File: src/rtl/apb_mem_slave_if.sv
`timescale 1ns/1ps
`default_nettype none
// +--------------------------------------------------------------------+
// | apb_mem_slave_if : APB3/APB4 bus bundle for apb_mem_slave           |
// | Revision 1.0                                                       |
// +--------------------------------------------------------------------+
interface apb_mem_slave_if #(
  parameter int DATA_W = 32,
  parameter int ADDR_W = 4
);
  logic                  psel;
  logic                  penable;
  logic                  pwrite;
  logic [ADDR_W-1:0]     paddr;
  logic [DATA_W-1:0]     pwdata;
  logic [DATA_W/8-1:0]   pstrb;
  logic [DATA_W-1:0]     prdata;
  logic                  pready;
  logic                  pslverr;

  modport master (
    output psel, penable, pwrite, paddr, pwdata, pstrb,
    input  prdata, pready, pslverr
  );

  modport slave (
    input  psel, penable, pwrite, paddr, pwdata, pstrb,
    output prdata, pready, pslverr
  );
endinterface
`default_nettype wire

File: src/rtl/apb_mem_slave.sv
`timescale 1ns/1ps
`default_nettype none
// +--------------------------------------------------------------------+
// | apb_mem_slave : APB slave memory, byte strobes, wait states, errors |
// | Revision 1.0                                                       |
// +--------------------------------------------------------------------+
module apb_mem_slave #(
  parameter int DATA_W      = 32,
  parameter int ADDR_W      = 4,
  parameter int DEPTH       = 12,
  parameter int WAIT_STATES = 1
) (
  input  logic          pclk,
  input  logic          rst_n,
  apb_mem_slave_if.slave apb
);

  localparam int                C_STRB_W = DATA_W / 8;
  localparam int                C_IDX_W  = (DEPTH > 1) ? $clog2(DEPTH) : 1;
  localparam logic [ADDR_W:0]   C_DEPTH  = (ADDR_W + 1)'(DEPTH);
  localparam logic [3:0]        C_WAIT   = 4'(WAIT_STATES);

  typedef enum logic [0:0] {
    ST_IDLE   = 1'b0,
    ST_ACCESS = 1'b1
  } state_e;

  state_e              state_q, state_d;
  logic [3:0]          cnt_q, cnt_d;
  logic                err_q, err_d;
  logic                pready_q, pready_d;
  logic                pslverr_q, pslverr_d;
  logic [DATA_W-1:0]   prdata_q, prdata_d;
  logic                mem_we;
  logic [DATA_W-1:0]   mem_q [DEPTH];

  logic                addr_err;
  logic [C_IDX_W-1:0]  mem_idx;
  logic [DATA_W-1:0]   rd_word;

  // In-range addresses are below DEPTH, so dropping the upper bits is lossless.
  assign addr_err = ({1'b0, apb.paddr} >= C_DEPTH);
  assign mem_idx  = apb.paddr[C_IDX_W-1:0];
  assign rd_word  = mem_q[mem_idx];

  always_comb begin
    state_d   = state_q;
    cnt_d     = cnt_q;
    err_d     = err_q;
    pready_d  = pready_q;
    pslverr_d = pslverr_q;
    prdata_d  = prdata_q;
    mem_we    = 1'b0;

    case (state_q)
      ST_IDLE: begin
        if (apb.psel && !apb.penable) begin
          state_d = ST_ACCESS;
          err_d   = addr_err;
          cnt_d   = C_WAIT;
          if (WAIT_STATES == 0) begin
            pready_d  = 1'b1;
            pslverr_d = addr_err;
            if (addr_err) begin
              prdata_d = '0;
            end else if (!apb.pwrite) begin
              prdata_d = rd_word;
            end
          end
        end
      end

      ST_ACCESS: begin
        if (!apb.psel) begin
          // Master abandoned the transfer: drop back without touching memory.
          state_d   = ST_IDLE;
          pready_d  = 1'b0;
          pslverr_d = 1'b0;
        end else if (pready_q) begin
          mem_we    = apb.pwrite && !err_q;
          state_d   = ST_IDLE;
          pready_d  = 1'b0;
          pslverr_d = 1'b0;
        end else begin
          cnt_d = cnt_q - 4'd1;
          if (cnt_q == 4'd1) begin
            pready_d  = 1'b1;
            pslverr_d = err_q;
            if (err_q) begin
              prdata_d = '0;
            end else if (!apb.pwrite) begin
              prdata_d = rd_word;
            end
          end
        end
      end

      default: begin
        state_d = ST_IDLE;
      end
    endcase
  end

  always_ff @(posedge pclk) begin
    if (!rst_n) begin
      state_q   <= ST_IDLE;
      cnt_q     <= 4'd0;
      err_q     <= 1'b0;
      pready_q  <= 1'b0;
      pslverr_q <= 1'b0;
      prdata_q  <= '0;
    end else begin
      state_q   <= state_d;
      cnt_q     <= cnt_d;
      err_q     <= err_d;
      pready_q  <= pready_d;
      pslverr_q <= pslverr_d;
      prdata_q  <= prdata_d;
    end
  end

  // Storage is not reset; reset only suppresses a write at its edge.
  always_ff @(posedge pclk) begin
    if (rst_n && mem_we) begin
      for (int i = 0; i < C_STRB_W; i++) begin
        if (apb.pstrb[i]) begin
          mem_q[mem_idx][8*i +: 8] <= apb.pwdata[8*i +: 8];
        end
      end
    end
  end

  assign apb.prdata  = prdata_q;
  assign apb.pready  = pready_q;
  assign apb.pslverr = pslverr_q;

endmodule
`default_nettype wire

File: src/flat_wrapper.sv
// flat-port wrapper written by rule: the top's interface ports become plain ports
module apb_mem_slave_flat 
#(
  parameter int DATA_W      = 32,
  parameter int ADDR_W      = 4,
  parameter int DEPTH       = 12,
  parameter int WAIT_STATES = 1
)
  (pclk, rst_n, apb_psel, apb_penable, apb_pwrite, apb_paddr, apb_pwdata, apb_pstrb, apb_prdata, apb_pready, apb_pslverr);
  apb_mem_slave_if #(.DATA_W(DATA_W), .ADDR_W(ADDR_W)) apb_i ();
  input  logic pclk;
  input  logic rst_n;
  input wire logic [$bits(apb_i.psel)-1:0] apb_psel;
  input wire logic [$bits(apb_i.penable)-1:0] apb_penable;
  input wire logic [$bits(apb_i.pwrite)-1:0] apb_pwrite;
  input wire logic [$bits(apb_i.paddr)-1:0] apb_paddr;
  input wire logic [$bits(apb_i.pwdata)-1:0] apb_pwdata;
  input wire logic [$bits(apb_i.pstrb)-1:0] apb_pstrb;
  output wire logic [$bits(apb_i.prdata)-1:0] apb_prdata;
  output wire logic [$bits(apb_i.pready)-1:0] apb_pready;
  output wire logic [$bits(apb_i.pslverr)-1:0] apb_pslverr;
  assign apb_i.psel = apb_psel;
  assign apb_i.penable = apb_penable;
  assign apb_i.pwrite = apb_pwrite;
  assign apb_i.paddr = apb_paddr;
  assign apb_i.pwdata = apb_pwdata;
  assign apb_i.pstrb = apb_pstrb;
  assign apb_prdata = apb_i.prdata;
  assign apb_pready = apb_i.pready;
  assign apb_pslverr = apb_i.pslverr;
  apb_mem_slave #(.DATA_W(DATA_W), .ADDR_W(ADDR_W), .DEPTH(DEPTH), .WAIT_STATES(WAIT_STATES)) u_core (.pclk(pclk), .rst_n(rst_n), .apb(apb_i));
endmodule
File: config.mk
export PLATFORM = sky130hd
export DESIGN_NAME = apb_mem_slave_flat
export DESIGN_NICKNAME = d
export VERILOG_FILES = /design/src/rtl/apb_mem_slave_if.sv /design/src/rtl/apb_mem_slave.sv /design/src/flat_wrapper.sv
export SDC_FILE = /design/constraint.sdc
export NUM_CORES = 1
export LEC_CHECK = 0
export CELL_PAD_IN_SITES_DETAIL_PLACEMENT = 0
export CELL_PAD_IN_SITES_GLOBAL_PLACEMENT = 1
export CORE_UTILIZATION = 57
export DETAILED_ROUTE_END_ITERATION = 16
export PLACE_DENSITY = 0.88
export SYNTH_ARGS = -nofsm -noshare
export SYNTH_HDL_FRONTEND = slang
export SYNTH_SLANG_ARGS = --single-unit
export TNS_END_PERCENT = 1
File: constraint.sdc
create_clock -name pclk -period 5.5 [get_ports pclk]
set_input_delay 0.825 -clock pclk [delete_from_list [all_inputs] [get_ports pclk]]
set_output_delay 0.825 -clock pclk [all_outputs]
set_load 0.02 [all_outputs]
Word-level counts from Yosys, hierarchy flattened
Memory sizes are Yosys's and may differ from the RTL's.
Index checks and enable logic that the tools add are counted.
{ "totals": {"reg_bits": 40, "latch_bits": 0, "ramBits": 384, "rom_bits": 0, "input_bits": 45, "elab_cells": 57, "n_memories": 1} }
{ "mem_list": {"columns": ["memory", "depth", "width", "rd", "rd_ports_with_merged_regs", "write_ports", "line", "text"], "rows": [
  ["u_core.mem_q", 12, 32, 1, 0, 1, "apb_mem_slave.sv:35", "logic [DATA_W-1:0] mem_q [DEPTH];"]
]} }
{ "classes": {"add_sub_neg": 1, "multipliers": 0, "div_mod_pow": 0, "magnitude_cmp": 1, "eq_ne": 6, "n_shift": 0, "mux": 31, "bitwise_logic": 2, "n_reduce_logical": 9} }
{ "op_table": {"columns": ["op", "n"], "rows": [
  ["$mux 32", 2],
  ["$mux 1", 24],
  ["$mux 4", 3],
  ["$pmux 4 s2", 1],
  ["$reduce_and 5->1", 1],
  ["$eq 4x1->1 const B", 1],
  ["$ge 4x4->1 const B", 1],
  ["$ne 2x1->1 const B", 2],
  ["$ne 2x2->1 const B", 2],
  ["$reduce_and 2->1", 2],
  ["$sub 4x1->4 const B", 1],
  ["$logic_and 1x1->1", 3],
  ["$ne 3x1->1 const B", 1],
  ["$reduce_and 3->1", 1],
  ["$logic_not 1->1", 2],
  ["$not 1->1", 2],
  ["$pmux 1 s2", 1]
]} }

Logic depth before layout (Yosys ltp)
Gate-level depths: netlist of the first run.
{ "depth": {"depth_word": 8, "depth_mapped": 8, "depth_no_buf": 6} }

Least setup slack after synthesis of the first run
OpenSTA, ideal clock, no wires.
{ "synth_timing": {"kind": "in2reg", "startpoint": "input port apb_pwrite", "endpoint": "memory u_core.mem_q[3][10], enable pin", "setup_ps": 370, "arrival_time_ps": 2098, "slack_ps": 3032, "path_stages": 6, "n_path_buf": 2, "cell_sequence": "buf_2 nand2_1 nor3_1 nand2_1 clkbuf_1 nor2_1"} }
{ "synth_via": {"elab_chain_cells": 7} }
{ "synth_lines": {"columns": ["element", "line", "text"], "rows": [
  ["from (decl)", "flat_wrapper.sv:15", "input wire logic [$bits(apb_i.pwrite)-1:0] apb_pwrite;"],
  ["$logic_and 1x1->1", "apb_mem_slave.sv:80", "mem_we = apb.pwrite && !err_q;"],
  ["$mux 1", "apb_mem_slave.sv:79", "end else if (pready_q) begin"],
  ["$mux 1", "apb_mem_slave.sv:74", "if (!apb.psel) begin"],
  ["$mux 1", "apb_mem_slave.sv:55", "case (state_q)"],
  ["$logic_and 1x1->1", "apb_mem_slave.sv:124", "if (rst_n && mem_we) begin"],
  ["$mux 1", "apb_mem_slave.sv:124", null],
  ["$mux 1 (implied by the code)", "apb_mem_slave.sv:127", "mem_q[mem_idx][8*i +: 8] <= apb.pwdata[8*i +: 8];"],
  ["to (decl)", "apb_mem_slave.sv:35", null]
]} }
No other way between the ends.

Worst setup path in the final report of the first run
{ "layout_timing": {"startpoint": "input port apb_pwrite", "endpoint": "memory u_core.mem_q[5][1], enable pin"} }
The elaborated chain is that of the path after synthesis.

==> results of run 1 <==
==> registers in the layout (all words and copies together), names as in the netlist <==
| name | cells |
|---|---|
| u_core.state_q | 1 |
| u_core.apb.pready | 1 |
| u_core.cnt_q | 4 |
| u_core.apb.pslverr | 1 |
| u_core.apb.prdata | 32 |
| u_core.err_q | 1 |
| u_core.mem_q | 384 |
==> per-stage QoR <==
step                total power (W)  setup slack [ns]
floorplan                  0.003735             3.032
global placement           0.003862             1.483
detailed placement         0.003864             1.467
CTS                        0.006679             1.966
global route               0.006813             1.761
finish                     0.006642             1.916
==> power groups by stage <==
stage               clock network (W)  logic, W  registers (W)
global route                  0.00300  0.000294        0.00352
floorplan                           0  0.000148        0.00359
CTS                           0.00288  0.000279        0.00352
finish                        0.00285  0.000277        0.00352
detailed placement                  0  0.000277        0.00359
global placement                    0  0.000275        0.00359
==> cells in the mapped netlist (all sizes together), types with 2 or more instances <==
cell type | count | area share (%)
edfxtp | 384 | 71
mux4 | 96 | 13
nor2 | 63 | 1.5
dfxtp | 40 | 4.9
mux2i | 33 | 2.0
a22oi | 27 | 1.3
o21ai | 27 | 0.84
nand2 | 26 | 0.65
buf | 25 | 1.1
clkbuf | 18 | 0.42
a211oi | 6 | 0.28
and4b | 6 | 0.37
o22ai | 6 | 0.23
nand2b | 5 | 0.19
nor2b | 4 | 0.15
inv | 3 | 0.070
nand3 | 3 | 0.093
a21oi | 2 | 0.062
and4bb | 2 | 0.15
ha | 2 | 0.15
nand4 | 2 | 0.077
nor3 | 2 | 0.062
nor3b | 2 | 0.16
xor2 | 2 | 0.11
==> layout by cell type, fill, tap and decap left out, drive strengths merged, types with 5 or more instances in the layout <==
| cell | Yosys | routed |
|---|---|---|
| a211oi | 6 | 6 |
| a22oi | 27 | 27 |
| and4b | 6 | 6 |
| buf | 25 | 7 |
| bufinv | 0 | 5 |
| clkbuf | 18 | 53 |
| clkdlybuf4s50 | 0 | 75 |
| clkinv | 0 | 14 |
| dfxtp | 40 | 40 |
| edfxtp | 384 | 384 |
| mux2i | 33 | 33 |
| mux4 | 96 | 96 |
| nand2 | 26 | 26 |
| nand2b | 5 | 5 |
| nor2 | 63 | 63 |
| o21ai | 27 | 27 |
| o22ai | 6 | 6 |
==> cell type report <==
class | instances | area, um^2
timing repair buffer | 82 | 804.5
inverter | 3 | 11.26
fill | 1764 | 9261
sequential | 424 | 12330
clock inverter | 23 | 246.5
tap | 378 | 473.0
clock buffer | 53 | 1124
multi-input combinational | 325 | 3606
==> worst min-delay path, cell delays in order (launching register included) <==
cell	delay, ns
dfxtp_1	0.33
a32oi_1	0.06
nor2_1	0.07
==> layer usage <==
layer | routed length (um) | share of wire, % | track usage [%]
met2 | 17540 | 48 | 40.24
met3 | 3635 | 9.9 | 5.628
met1 | 14500 | 39 | 38.51
met5 | 0 | 0 | 0
met4 | 1220 | 3.3 | 10.07
==> path summary, 6_finish.rpt <==
path,depth (start not counted),end,from,slack (ns)
min reg2reg,2,u_core.apb.pslverr$_SDFFE_PN0P_,u_core.apb.pslverr$_SDFFE_PN0P_,0.49
min,2,u_core.apb.pslverr$_SDFFE_PN0P_,u_core.apb.pslverr$_SDFFE_PN0P_,0.49
max,5,u_core.mem_q[5][1]$_DFFE_PP_,apb_pwrite,1.92
max reg2reg,4,u_core.mem_q[5][1]$_DFFE_PP_,u_core.apb.pready$_SDFFE_PN0P_,2.32
==> cells by family (layout without fill, tap and decap cells) <==
| logic type | after synthesis | after routing | synth area share (%) |
|---|---|---|---|
| AOI/OAI and AO/OA | 72 | 72 | 2.900 |
| and+or+nand+nor | 120 | 120 | 3.666 |
| adders and majority gates | 2 | 2 | 0.1546 |
| buffers and inverters | 46 | 161 | 1.547 |
| muxes | 129 | 129 | 15.40 |
| xor gates and xnor gates | 2 | 2 | 0.1083 |
| DFF | 424 | 424 | 76.22 |
==> metrics.md, run 1 <==
| Metric | Value |
|---|---|
| CTS Hold Bufs | `0` |
| Sw Pwr | `0.001334 W` |
| Final Max Slew Viols | `0` |
| CTS root buffer | `clkbuf_16` |
| Initial Util | `58.08%` |
| Post-Synthesis Cells | `795` |
| Yosys warnings | `0` |
| CP Buf/Inv Count | `1` |
| CTS clk-pin slew, worst paths | `0.06 ns` |
| Int Power | `0.005308 W` |
| Clk_lat worst skew | `0.53 ns` |
| IO Port Bufs | `78` |
| Peak supply drop | `0.0002573 V` |
| Hold Violations, Final | `0` |
| Post-synth cell types | `39` |
| Min-delay worst type | `reg -> reg` |
| Switching share of total power | `20.08%` |
| Remaining Overflow, GRT | `0` |
| Fin util | `66.76%` |
| Cell row count | `61` |
| Vias/cell | `6.429` |
| Max-Cap Viols | `0` |
| Routed len/inst | `28.65 um` |
| Num CTS Buffers | `41` |
| Die Footprint | `0.02906 mm^2` |
| Initial DRC count | `918` |
| Critical Path Slowest Stage Cell | `nor3_1` |
| Cell mode on critical path | `nand2_1` |
| FF+latch count, synth | `424` |
| Clock power frac | `42.9%` |
| CP peak stage delay | `0.78 ns` |
| Status | `complete, no violations` |
| First-pass GRT wire length | `54170 um` |
| Post-CTS repair timing setup buffer count | `0` |
| CTS tree | `built` |
| Synth async-reset ratio | `0%` |
| CTS sink count | `424` |
| Family with the most delay on the worst path | `simple AND/OR/NAND/NOR gates` |
| Comb power frac | `4.2%` |
| Vias in the first global route | `8205` |
| Syn_nets | `842` |
| CTS max path bufs | `3` |
| Post-route DRC | `0` |
| Max Fanout on Critical Path | `12` |
| Share of post-route cells with drive strength above 1 | `18.79%` |
| Startpoint Class | `primary input` |
| Core area | `0.02786 mm^2` |
| Critical Path AT | `3.74 ns` |
| # diodes | `0` |
| CTS H-tree depth | `2` |
| Static leakage | `5.861 nW` |
| Placer Congestion | `0.8376` |
| Clock Skews | `0.008134 ns` |
| Setup CP Type | `in -> reg` |
| Placed cell count | `1212` |
| Syn Area/Cell | `20.35 um^2` |
| Pin count of the biggest net entering global routing | `74` |
| # setup viols final | `0` |
| Top_reg_cell synth | `edfxtp_1` |
| Chip Width | `170.5 um` |
| Initial antenna violation count | `1` |
| Synth Cell Area | `0.01618 mm^2` |
| Number of synthesized flops with an enable pin | `384` |
| Sequential Power Share | `53.0%` |
| WP data required | `5.66 ns` |
| Final min period | `3.584 ns` |
| Global router's overall resource usage | `26.57%` |
| Post-DP Area | `0.01723 mm^2` |
| Vert. Die Dim | `170.5 um` |
| Post-route cell area | `0.01860 mm^2` |
| Boundary pin count | `79` |
| Non-Filler Instances | `1288` |
| Least-Margin Pin Slew | `1.114 ns` |
| Final net count | `924` |
| Slew headroom | `25.73%` |
| WHS | `0.4905 ns` |
| Setup crit end kind | `flop` |
| PD cells | `357.2 mW/mm^2` |
| Antenna Nets Post-Route | `0` |
| # resized after CTS | `0` |
| Area Overhead vs Synth | `14.94%` |
| Tcrit/Tclk final | `65.16%` |
| Max Freq | `0.2790 GHz` |
| Dpl hpwl | `22940 um` |
| Fin Setup TNS | `0 ns` |
| RSZ-0062 raised after global routing | `false` |
| Total Wirelength | `36900 um` |
| Crit path cell chain | `clkdlybuf4s50_1 -> nand2_1 -> nor3_1 -> nand2_1 -> nor2_1` |
| Pre-antenna DRT Iters | `6` |
| Vias post-DR | `8280` |
| Post-synthesis sequential area ratio | `76.22%` |
No activity file was read; power rests on OpenSTA's default activity.
==> inputs of run 2 (changes only) <==
--- a/config.mk
+++ b/config.mk
@@ -7,9 +7,9 @@
 export LEC_CHECK = 0
 export CELL_PAD_IN_SITES_DETAIL_PLACEMENT = 0
 export CELL_PAD_IN_SITES_GLOBAL_PLACEMENT = 1
-export CORE_UTILIZATION = 57
+export CORE_UTILIZATION = 52
 export DETAILED_ROUTE_END_ITERATION = 16
-export PLACE_DENSITY = 0.88
+export PLACE_DENSITY = 0.81
 export SYNTH_ARGS = -nofsm -noshare
 export SYNTH_HDL_FRONTEND = slang
 export SYNTH_SLANG_ARGS = --single-unit
==> constraint.sdc (replaced) <==
create_clock -name pclk -period 3.46 [get_ports pclk]
set_input_delay 0.519 -clock pclk [delete_from_list [all_inputs] [get_ports pclk]]
set_output_delay 0.519 -clock pclk [all_outputs]
set_load 0.02 [all_outputs]
==> run 2 against run 1 <==
  * Register-to-register slack worse by 1.1 ns
  * Design area up 2.4%
  * Global-route usage is 5.9 points lower
  * Non-clock buffer count is 54 higher
  * Power rose by 57%
  * Die area rose by 9.5%
  * Sequential power up 59%
  * Worst setup slack got worse by 0.80 ns
  * Largest power group unchanged
==> metrics.md, run 2 (same netlist as run 1, synthesis figures left out) <==
| Metric | Value |
|---|---|
| Leading cell type in the layout, fill and taps excluded | `edfxtp_1` |
| Area taken by multi-input logic gates | `0.003606 mm^2` |
| Clock Skews | `0.009346 ns` |
| Max Fanout on Critical Path | `12` |
| Max-Cap Viols | `0` |
| RSZ-0062 raised after global routing | `false` |
| CTS tree | `built` |
| Post-route DRC | `0` |
| CTS max path bufs | `3` |
| Peak supply drop | `0.0004798 V` |
| Status | `complete, no violations` |
| Static leakage | `6.172 nW` |
| Pre-antenna DRT Iters | `5` |
| Setup CP Type | `in -> reg` |
| FF/Latch Area | `0.01233 mm^2` |
| WHS | `0.4952 ns` |
| Clk_lat worst skew | `0.53 ns` |
| Post-CTS repair timing setup buffer count | `0` |
| Chip Width | `178.4 um` |
| Startpoint Class | `primary input` |
| Vias in the first global route | `7998` |
| Tcrit/Tclk final | `67.76%` |
| Initial antenna violation count | `1` |
| Vert. Die Dim | `178.4 um` |
| Remaining Overflow, GRT | `0` |
| Largest register FFs | `384` |
| Least-Margin Pin Slew | `1.067 ns` |
| Slew headroom | `28.89%` |
| Pin count of the biggest net entering global routing | `40` |
| Routed len/inst | `23.32 um` |
| Setup crit end kind | `flop` |
| CTS sink count | `424` |
| CTS Hold Bufs | `0` |
| WP data required | `3.69 ns` |
| Critical Path AT | `2.57 ns` |
| Vias post-DR | `7932` |
| First-pass GRT wire length | `47840 um` |
| Cell row count | `64` |
| Largest register by flop count | `u_core.mem_q` |
| Global router's overall resource usage | `20.68%` |
| Initial Util | `52.89%` |
| Commonest cells after routing, fill and taps aside | `edfxtp_1, mux4_2, clkdlybuf4s50_1, nor2_1, buf_4` |
| CTS clk-pin slew, worst paths | `0.06 ns` |
| Placer Congestion | `0.7911` |
| CTS H-tree depth | `2` |
| Vias/cell | `5.820` |
| Dpl hpwl | `19680 um` |
| IO Port Bufs | `78` |
| Total Wirelength | `31790 um` |
| Core area | `0.03059 mm^2` |
| Fin Setup TNS | `0 ns` |
| PD cells | `547.5 mW/mm^2` |
| Filler Cell Count | `2066` |
| Antenna Nets Post-Route | `0` |
| CTS root buffer | `clkbuf_16` |
| Share of post-route cells with drive strength above 1 | `23.50%` |
| Max Freq | `0.4266 GHz` |
| Boundary pin count | `79` |
| Fin util | `62.27%` |
| Num CTS Buffers | `43` |
| Final Max Slew Viols | `0` |
| # setup viols final | `0` |
| Area Overhead vs Synth | `17.73%` |
| Final net count | `980` |
| Initial DRC count | `753` |
| Hold Violations, Final | `0` |
| Final min period | `2.344 ns` |
| Min-delay worst type | `reg -> reg` |
| # resized after CTS | `0` |
| Die Footprint | `0.03182 mm^2` |
==> run 2: worst max-delay path, stage by stage <==
cell and delay (ns):
clkdlybuf4s50_1 0.72, nand2_1 0.09, nor3_1 0.35, buf_4 0.22
nand2_1 0.24, nor2_1 0.20, buf_4 0.22
==> run 2: final cells by class <==
cell class	instances	share of cell area [%]
antenna	1	0.01314
clock buffer	61	6.477
clock inverter	17	0.6963
inverter	3	0.05912
multi-input combinational	325	18.93
sequential	424	64.74
tap	396	2.601
timing repair buffer	136	6.483
==> run 2: through the flow <==
step	setup WS [ns]	area, um^2	std cells	total power [W]
finish	1.116	19050	1363	0.01043
global route	0.9817	19050	1362	0.01071
CTS	1.164	19050	1362	0.01052
detailed placement	0.6240	17680	1284	0.006105
floorplan	1.298	16180	795	0.005937
global placement	0.6536	17680	1284	0.006098
==> run 2: report_power, final <==
group	switching (W)	internal [W]	total (W)
sequential	0.00000940	0.00558	0.00559
clock	0.00181	0.00262	0.00443
combinational	0.000216	0.000185	0.000401
==> run 2: per-layer routing <==
layer,wire length [um],track usage [%],share of wire (%),up-vias
met1,14130,30.20,44,4115
met2,15290,32.45,48,235
met4,707,6.391,2.2,0
met5,0,0,0,-
met3,1656,3.176,5.2,53
li1,-,-,-,3529
==> run 2: worst paths after layout <==
path	slack (ns)	start	endpoint	depth (start not counted)
worst max-delay path	1.12	apb_pwrite	u_core.mem_q[6][8]$_DFFE_PP_	7
worst min-delay path	0.50	u_core.apb.pslverr$_SDFFE_PN0P_	u_core.apb.pslverr$_SDFFE_PN0P_	2
worst max register to register	1.22	u_core.err_q$_SDFFE_PN0P_	u_core.mem_q[6][8]$_DFFE_PP_	6
worst min register to register	0.50	u_core.apb.pslverr$_SDFFE_PN0P_	u_core.apb.pslverr$_SDFFE_PN0P_	2
==> inputs of run 3 (changes only) <==
--- a/config.mk
+++ b/config.mk
@@ -7,9 +7,9 @@
 export LEC_CHECK = 0
 export CELL_PAD_IN_SITES_DETAIL_PLACEMENT = 0
 export CELL_PAD_IN_SITES_GLOBAL_PLACEMENT = 1
-export CORE_UTILIZATION = 52
+export CORE_UTILIZATION = 47
 export DETAILED_ROUTE_END_ITERATION = 16
-export PLACE_DENSITY = 0.81
+export PLACE_DENSITY = 0.78
 export SYNTH_ARGS = -nofsm -noshare
 export SYNTH_HDL_FRONTEND = slang
 export SYNTH_SLANG_ARGS = --single-unit
==> constraint.sdc (replaced) <==
create_clock -name pclk -period 2 [get_ports pclk]
set_input_delay 0.3 -clock pclk [delete_from_list [all_inputs] [get_ports pclk]]
set_output_delay 0.3 -clock pclk [all_outputs]
set_load 0.02 [all_outputs]
==> run 3 against run 2 <==
  * Clock skew grew 0.0094 ns
  * Via count grew 1.6%
  * First-iteration DRC count decreased by 10%
  * Clock power rose by 74%
  * Global-route usage is 1.3 points lower
  * Utilization fell by 4.6 points
  * Die area rose by 11%
  * Final cell count grew 6.0%
  * Sequential share of layout area decreased by 1.3 points
  * Routed wire length rose by 5.0%
  * Sequential cell count unchanged
  * Worst setup slack worse by 0.99 ns
  * Critical path type is now reg -> out
  * Critical endpoint is now apb_prdata[17]
  * Largest power group unchanged
==> metrics.md, run 3 (same netlist as run 1, synthesis figures left out) <==
| Metric | Value |
|---|---|
| CTS tree | `built` |
| WP data required | `1.70 ns` |
| CTS Hold Bufs | `0` |
| Num CTS Buffers | `42` |
| Filler Cell Count | `2498` |
| Area Overhead vs Synth | `20.18%` |
| Family with the most delay on the worst path | `buffers and inverters` |
| Global router's overall resource usage | `19.38%` |
| Initial antenna violation count | `1` |
| CTS H-tree depth | `2` |
| First-pass GRT wire length | `51350 um` |
| Commonest cells after routing, fill and taps aside | `edfxtp_1, mux4_2, buf_4, clkdlybuf4s50_1, nor2_1` |
| Placed cell count | `1368` |
| Total Wirelength | `33390 um` |
| Routed len/inst | `23.11 um` |
| Antenna Nets Post-Route | `0` |
| Largest register FFs | `384` |
| Final Max Slew Viols | `0` |
| Max Fanout on Critical Path | `2` |
| Cell row count | `67` |
| Final min period | `1.872 ns` |
| Chip Width | `187.5 um` |
| Status | `complete, no violations` |
| Crit path cell chain | `clkdlybuf4s50_1` |
| Tcrit/Tclk final | `93.58%` |
| Max-Cap Viols | `0` |
| Vert. Die Dim | `187.5 um` |
| Initial Util | `48.01%` |
| Pre-antenna DRT Iters | `5` |
| # setup viols final | `0` |
| Post-DP Area | `0.01807 mm^2` |
| Dpl hpwl | `21850 um` |
| Static leakage | `6.373 nW` |
| CTS root buffer | `clkbuf_16` |
| Placer Congestion | `0.7863` |
| Share of post-route cells with drive strength above 1 | `26.10%` |
| Critical Path Slowest Stage Cell | `clkdlybuf4s50_1` |
| FF/Latch Area | `0.01233 mm^2` |
| Vias post-DR | `8055` |
| Setup CP Type | `reg -> out` |
| Clock Skews | `0.01870 ns` |
| CP peak stage delay | `0.64 ns` |
| Final net count | `1011` |
| Fin Setup TNS | `0 ns` |
| Post-route cell area | `0.01944 mm^2` |
| Critical Path AT | `1.57 ns` |
| Boundary pin count | `79` |
| Clk_lat worst skew | `0.53 ns` |
| Vias/cell | `5.574` |
| Pin count of the biggest net entering global routing | `35` |
| Vias in the first global route | `8469` |
| Peak supply drop | `0.0006218 V` |
| IO Port Bufs | `78` |
| WHS | `0.4565 ns` |
| CP Buf/Inv Count | `1` |
| PD cells | `934.7 mW/mm^2` |
| Remaining Overflow, GRT | `0` |
| Startpoint Class | `flop` |
| Die Footprint | `0.03517 mm^2` |
| Core area | `0.03370 mm^2` |
| Max Freq | `0.5343 GHz` |
| Total Power | `0.01817 W` |
| Area taken by multi-input logic gates | `0.003621 mm^2` |
| Largest register by flop count | `u_core.mem_q` |
| CTS max path bufs | `3` |
| Min-delay worst type | `in -> reg` |
| Leading cell type in the layout, fill and taps excluded | `edfxtp_1` |
| CTS clk-pin slew, worst paths | `0.06 ns` |
| Post-route DRC | `0` |
| Setup crit end kind | `output pin` |
| Hold Violations, Final | `0` |
| Slew headroom | `64.78%` |
| RSZ-0062 raised after global routing | `false` |
| Least-Margin Pin Slew | `0.5267 ns` |
| CTS sink count | `424` |
| Non-Filler Instances | `1445` |
| Initial DRC count | `678` |
[run 3: changes by cell type in the layout (fill, tap and decap cells not counted), moves of 4 or more]
cell and change:
buf_12 +7, buf_4 +25, clkbuf_1 +4, clkbuf_8 -6, nand2_1 -4, nand2_2 +4
[run 3: what timing repair did]
item | CTS | global route
hold endpoints to repair | 0 | 0
gates cloned | 0 | 0
endpoints found under the setup margin | 135 | 187
gates resized for setup | 1 | 5
pin swaps | 0 | 0
setup buffers | 0 | 0
[run 3: path summary, 6_finish.rpt]
check                                     start                            endpoint  slack, ns  cells after the start
min                                apb_paddr[2]  u_core.apb.prdata[30]$_SDFFE_PN0P_       0.46                      4
max          u_core.apb.prdata[17]$_SDFFE_PN0P_                      apb_prdata[17]       0.13                      1
max reg2reg      u_core.apb.pready$_SDFFE_PN0P_       u_core.mem_q[4][27]$_DFFE_PP_       0.17                      6
min reg2reg   u_core.apb.prdata[1]$_SDFFE_PN0P_   u_core.apb.prdata[1]$_SDFFE_PN0P_       0.49                      2
[run 3: final cells by class]
type,instances,share of cell area [%]
Antenna cell,1,0.01287
Clock buffer,59,5.997
Clock inverter,17,0.9588
Inverter,3,0.05791
Multi-Input combinational cell,325,18.62
Sequential cell,424,63.42
Tap cell,448,2.883
Timing Repair Buffer,168,8.050
[run 3: worst register-to-register path, stage by stage, from the launching register on]
cell and delay (ns):
dfxtp_1 0.35, nand2_1 0.13, nor3_2 0.28, buf_4 0.21, nand2_2 0.16, nor2_1 0.18
buf_4 0.21
[run 3: routing by layer]
metal	wire, um	up-vias	part of all wire, %	track usage [%]
met2	16890	243	51	32.88
li1	-	3590	-	-
met5	0	-	0	0
met1	13790	4155	41	25.51
met4	812	0	2.4	5.629
met3	1899	67	5.7	3.799
[run 3: stage by stage]
step	setup slack [ns]	utilization, %
6_report	0.1284	57.70
4_1_cts	0.03384	57.66
5_1_grt	0.07283	57.69
3_3_place_gp	-0.3851	53.63
2_1_floorplan	-0.09078	-
3_5_place_dp	-0.4263	53.63
[run 3: power by group]
| part | internal (W) | total, W | switching, W |
|---|---|---|---|
| combinational | 0.000365 | 0.000784 | 0.000419 |
| clock | 0.00459 | 0.00772 | 0.00313 |
| sequential | 0.00966 | 0.00967 | 0.0000122 |
